<file path="src/rtl/counter_pkg.sv">
// counter_pkg: shared mode encodings for the prescaled up/down counter
//   MODE_WRAP    - boundary tick wraps (up -> 0, down -> modulus)
//   MODE_SAT     - boundary tick holds the count
//   MODE_ONESHOT - counts to the end value once, then sets done
//   2'b11 is not named and behaves as wrap
package counter_pkg;
   localparam logic [1:0] MODE_WRAP    = 2'b00;
   localparam logic [1:0] MODE_SAT     = 2'b01;
   localparam logic [1:0] MODE_ONESHOT = 2'b10;
endpackage

</file>
<file path="src/rtl/tick_prescaler.sv">
// tick_prescaler: emits one tick every div+1 enabled cycles
//   clock  - rising-edge clock
//   reset  - synchronous active-high reset, prescaler to 0
//   enable - advances the prescaler; low holds it
//   clear  - synchronous restart of the prescaler at 0
//   div    - divide value; tick when prescaler equals div
//   tick   - combinational, high in the cycle the prescaler equals div
module tick_prescaler #(
   parameter int PRESC_W = 8
) (
   input  logic               clock,
   input  logic               reset,
   input  logic               enable,
   input  logic               clear,
   input  logic [PRESC_W-1:0] div,
   output logic               tick
);
   logic [PRESC_W-1:0] r_cnt = '0;
   assign tick = enable && (r_cnt == div);
   always_ff @(posedge clock) begin
      if (reset || clear) r_cnt <= '0;
      else if (enable) r_cnt <= tick ? '0 : r_cnt + PRESC_W'(1);
   end
endmodule

</file>
<file path="src/rtl/prescaled_updown_counter.sv">
// prescaled_updown_counter: prescaled up/down counter with wrap, saturate and one-shot modes
//   clock, reset     - rising-edge clock, synchronous active-high reset
//   enable           - advances the prescaler and permits counting
//   load, load_value - load count (clamped to modulus); beats any tick
//   dir              - 1 up, 0 down
//   mode             - counter_pkg encodings; 2'b11 acts as wrap
//   modulus          - terminal count value
//   presc_div        - step once every presc_div+1 enabled cycles
//   clear_ovf        - clears sticky ovf (a simultaneous set wins)
//   count            - current count
//   tc               - registered one-cycle pulse after a boundary / done-setting tick
//   ovf              - sticky, set on any wrap/saturate boundary tick
//   done             - one-shot finished level
module prescaled_updown_counter
   import counter_pkg::*;
#(
   parameter int WIDTH   = 16,
   parameter int PRESC_W = 8
) (
   input  logic               clock,
   input  logic               reset,
   input  logic               enable,
   input  logic               load,
   input  logic [WIDTH-1:0]   load_value,
   input  logic               dir,
   input  logic [1:0]         mode,
   input  logic [WIDTH-1:0]   modulus,
   input  logic [PRESC_W-1:0] presc_div,
   input  logic               clear_ovf,
   output logic [WIDTH-1:0]   count,
   output logic               tc,
   output logic               ovf,
   output logic               done
);
   logic [WIDTH-1:0] r_count = '0;
   logic             r_tc    = 1'b0;
   logic             r_ovf   = 1'b0;
   logic             r_done  = 1'b0;
   logic             w_tick;
   logic             w_oneshot;
   logic             w_sat;
   logic             w_bound;
   logic             w_end;
   logic [WIDTH-1:0] w_next;
   logic [WIDTH-1:0] w_wrap_val;
   logic [WIDTH-1:0] w_load_val;

   tick_prescaler #(.PRESC_W(PRESC_W)) u_presc (
      .clock  (clock),
      .reset  (reset),
      .enable (enable),
      .clear  (load),
      .div    (presc_div),
      .tick   (w_tick)
   );

   assign w_oneshot  = mode == MODE_ONESHOT;
   assign w_sat      = mode == MODE_SAT;
   // >= so a count left above a lowered modulus is still treated as the up boundary
   assign w_bound    = dir ? (r_count >= modulus) : (r_count == '0);
   assign w_next     = dir ? r_count + WIDTH'(1) : r_count - WIDTH'(1);
   assign w_end      = dir ? (w_next == modulus) : (w_next == '0);
   assign w_wrap_val = dir ? '0 : modulus;
   assign w_load_val = (load_value > modulus) ? modulus : load_value;

   always_ff @(posedge clock) begin
      if (reset) begin
         r_count <= '0;
         r_tc    <= 1'b0;
         r_ovf   <= 1'b0;
         r_done  <= 1'b0;
      end else if (load) begin
         r_count <= w_load_val;
         r_tc    <= 1'b0;
         r_done  <= 1'b0;
         r_ovf   <= r_ovf & ~clear_ovf;
      end else begin
         r_tc  <= 1'b0;
         r_ovf <= r_ovf & ~clear_ovf;
         if (w_tick && !(w_oneshot && r_done)) begin
            if (w_oneshot) begin
               // already sitting on the end value (e.g. loaded there): finish without moving
               if (!w_bound) r_count <= w_next;
               if (w_bound || w_end) begin
                  r_done <= 1'b1;
                  r_tc   <= 1'b1;
               end
            end else if (w_bound) begin
               if (!w_sat) r_count <= w_wrap_val;
               r_tc  <= 1'b1;
               r_ovf <= 1'b1;
            end else begin
               r_count <= w_next;
            end
         end
      end
   end

   assign count = r_count;
   assign tc    = r_tc;
   assign ovf   = r_ovf;
   assign done  = r_done;
endmodule
</file>
<file path="config.mk">
export PLATFORM = sky130hd
export DESIGN_NAME = prescaled_updown_counter
export DESIGN_NICKNAME = d
export VERILOG_FILES = /design/src/rtl/counter_pkg.sv /design/src/rtl/tick_prescaler.sv /design/src/rtl/prescaled_updown_counter.sv
export SDC_FILE = /design/constraint.sdc
export NUM_CORES = 1
export LEC_CHECK = 0
export ABC_AREA = 1
export CORE_MARGIN = 2
export CORE_UTILIZATION = 50
export CTS_BUF_LIST = sky130_fd_sc_hd__clkbuf_4 sky130_fd_sc_hd__clkbuf_8 sky130_fd_sc_hd__clkbuf_16
export CTS_CLUSTER_DIAMETER = 40
export DETAILED_ROUTE_END_ITERATION = 12
export GPL_TIMING_DRIVEN = 0
export PLACE_DENSITY = 0.86
export SYNTH_ARGS = -nofsm -noshare
export SYNTH_HDL_FRONTEND = slang
export SYNTH_HIERARCHICAL = 1
export SYNTH_SLANG_ARGS = --single-unit
</file>
<file path="constraint.sdc">
create_clock -name clock -period 2.55 [get_ports clock]
set_clock_uncertainty 0.15 [all_clocks]
set_input_delay 0.51 -clock clock [delete_from_list [all_inputs] [get_ports clock]]
set_output_delay 0.51 -clock clock [all_outputs]
set_load 0.005 [all_outputs]
</file>
==> summary.md <==
| Metric | Value |
|---|---|
| Ys Warns | `6` |
| Slew headroom | `65.9%` |
| Max Root-Sink Buffers | `2` |
| Synth Area in Compound Gates | `16.3%` |
| Syn_nets | `803` |
| Clk_lat worst skew | `280 ps` |
| R2r endpoint | `count[11]` |
| R2r worst-path depth | `11` |
| Filler cells | `565` |
| DIE HEIGHT | `93.6 um` |
| Port Buffers | `66` |
| Core Area | `7770 um^2` |
| Hold depth | `2` |
| Ant. Diodes | `0` |
| Simple-Gate Fraction of Synth Area | `41.8%` |
| Final Setup Violations | `10` |
| Total wire length | `14.6 mm` |
| WS Path Type | `in2reg` |
| Routed Antenna Nets | `0` |
| Least-Margin Pin Slew | `511 ps` |
| Hold endpoint | `ovf` |
| Hold Path Class | `reg2reg` |
| Worst setup margin | `-154 ps` |
| Layout Nets | `906` |
| Worst-path cell chain | `dlygate4sd2_1 > inv_2 > ha_4 > nand2_1 > nor3_2 > nand3_1 > nand4_1 > nand2_2 > o21ai_2 > nand2_2 > buf_4 > o21ai_0 > a21oi_1` |
| Maximum vdd drop | `0.193 mV` |
| WL per Instance | `16.0 um` |
| Initial Util | `51.6%` |
| Failing checks | `setup timing` |
| Vias per cell | `5.82` |
| Hold Crit Start | `ovf` |
| Iter 0 DRT Violations | `590` |
| CP arrival | `2700 ps` |
| CTS hold repair buffers | `0` |
| Slowest Stage Delay on Critical Path | `290 ps` |
| Synthesized area per cell | `5.68 um^2` |
| Largest net degree at the start of global routing | `17` |
| CP max stage cell | `ha_4` |
| Clock Sinks | `27` |
| Status | `complete, but fails checks` |
| # rows | `32` |
| Fmax | `0.370 GHz` |
| Die area | `8760 um^2` |
| Place WS | `-929 ps` |
| CTS HTree Levels | `1` |
| Seq/Total Area, Yosys | `13.5%` |
| Final GP Congestion | `0.945` |
| CP Launch Type | `input pin` |
| Most frequent cells in the layout | `162 x nand2_1, 72 x inv_1, 63 x nor2_1` |
| Worst EP required | `2550 ps` |
| First-pass GRT wire length | `21.2 mm` |
| Cells after Synth | `706` |
| Sum of buffers and inverters on the critical path | `3` |
| Chip width | `93.6 um` |
| CTS tree | `yes` |
| Layout cells sized above 1 | `25.5%` |
| CTS Buf Count | `3` |
| Max-cap viol count | `0` |
| Post-Synth XOR/XNOR Area | `2.09%` |
| Main combinational cell family by area after synthesis | `simple AND/OR/NAND/NOR gates` |
| Global-route usage over all layers | `29.4%` |
| Power density cells | `347 nW/um^2` |
| Vias in the first global route | `4762` |
| Placed wire-length estimate | `9.85 mm` |
| Slew Limit Fails | `0` |
| Crit path top cell by count | `nand2_2` |
| 1st-pass router iterations | `5` |
| Number of I/O pins | `67` |
| Crit-path max FO | `6` |
| Root Buffer | `clkbuf_8` |
| Crit Reg-Reg Startpoint | `count[14]` |
| Lkg Pwr | `2.74 nW` |
| Mux cell area share after synthesis | `0%` |
| Minimum clock period after layout | `2700 ps` |
| Final Hold Fails | `0` |
| Clock transition at path regs | `100 ps` |
| P&R area growth vs syn | `44.7%` |
| Synth unique cells | `32` |
| Final hold slack | `330 ps` |
| Delay-heaviest family, CP | `simple AND/OR/NAND/NOR gates` |
| Mapped Area | `4010 um^2` |
| RSZ-0062 raised after global routing | `true` |
| Adder-cell area share of the yosys netlist | `15.5%` |
| Most common cell after layout, fill and taps aside | `nand2_1` |
| Reg2Reg Setup Slack | `-100 ps` |
| CP Capture Type | `register` |
| Area occupied by registers | `546 um^2` |
| Fin crit share | `106%` |
| GRT overflow | `0` |
| Initial antenna violation count | `0` |
| Flip-flop and latch count after synthesis | `27` |
| Via count | `5299` |
| Multi-input logic area | `3660 um^2` |
| Post-route DRC | `0` |
[worst max path at each step]
stage                     depth (start not counted)         to  startpoint
after floorplan                                  16         tc         dir
after global placement                           17         tc         dir
after detailed placement                         20         tc         dir
after CTS                                        16   count[1]  modulus[2]
after global routing                             13  count[11]  modulus[9]
final                                            13  count[11]  modulus[9]
[worst register-to-register path, stage by stage (launching register included)]
cell     delay (ps)
dfxtp_1         410
ha_1            330
nand4_1         170
nor3_2          240
nand3_1         170
nand4_1         140
nand2_2         110
o21ai_2         160
nand2_2         110
buf_4           170
o21ai_0         240
a21oi_1         130
[power breakdown]
part           switching, mW  internal (mW)  leakage [nW]  total [mW]
clock network          0.148          0.111        0.0217       0.259
registers             0.0639          0.446         0.223       0.510
logic                  0.706          0.542          2.49        1.25
total                  0.917           1.10          2.74        2.02
[cells in the mapped netlist]
library cell | instances | share of area, %
xor2_1 | 5 | 1.1
o21ai_0 | 42 | 5.2
nor2_1 | 81 | 7.6
xnor2_1 | 2 | 0.44
dfxtp_1 | 27 | 13
nor3_2 | 1 | 0.25
buf_4 | 2 | 0.37
clkbuf_1 | 10 | 0.94
nand3_2 | 3 | 0.75
a21oi_1 | 64 | 8.0
buf_2 | 5 | 0.62
or2_1 | 1 | 0.16
nor2_2 | 4 | 0.62
nand2_1 | 191 | 18
o211ai_1 | 12 | 2.2
nand2_2 | 14 | 2.2
buf_1 | 1 | 0.093
nor3_1 | 4 | 0.50
a21oi_2 | 2 | 0.44
nand4_1 | 7 | 1.1
nor3_4 | 1 | 0.41
inv_1 | 92 | 8.6
nand3_1 | 71 | 8.9
xnor3_1 | 1 | 0.56
nand3b_1 | 4 | 0.75
o21bai_1 | 1 | 0.19
ha_1 | 48 | 15
o21ai_1 | 2 | 0.25
and2_1 | 1 | 0.16
inv_2 | 2 | 0.19
nor4_1 | 4 | 0.62
fa_1 | 1 | 0.50
[layout make-up]
type                       instances  share of cell area [%]
multi-input combinational        567                    63.0
timing repair buffer              98                    15.9
sequential                        27                    9.40
inverter                          94                    6.25
buffer                            18                    2.35
tap                              102                    2.20
clock buffer                       3                   0.711
clock inverter                     1                   0.129
[metrics by stage]
step           total power [mW]  cells  setup TNS (ps)  area, um^2  utilization (%)
2_1_floorplan              1.12    706               0        4010                -
3_3_place_gp               1.39    874          -11570        4800             61.8
3_5_place_dp               1.42    874          -13000        4800             61.8
4_1_cts                    1.79    894               0        5280             68.0
5_1_grt                    2.13    910           -2120        5800             74.7
6_report                   2.02    910            -485        5800             74.7
[kinds of logic after synthesis]
logic type,Yosys count
flip-flops,27
XOR/XNOR,8
AO/OA/AOI/OAI,123
buffers and inverters,112
adder cells (fa/ha/maj),49
AND/OR/NAND/NOR,387
[metal layers]
metal / GRT usage, % / up-vias / wire length [um] / share of wire (%)
met2: 50.9 / 301 / 7080 / 49
met3: 1.53 / 55 / 1170 / 8.0
met4: 11.6 / 0 / 511 / 3.5
met1: 38.4 / 2417 / 5830 / 40
li1: - / 2526 / - / -
met5: 0 / - / 0 / 0
[sequential cells by signal, indices dropped and copies added, names as in the netlist]
signal         count
done               1
u_presc/r_cnt      8
ovf                1
count             16
tc                 1
[what timing repair did]
action / in CTS / in global routing
pin swaps: 19 / 54
cloned: 1 / 3
hold endpoints to repair: 0 / 0
buffers inserted: 15 / 14
setup endpoints to repair: 19 / 19
resized for setup: 93 / 134
Power figures use the tool's default switching activity.
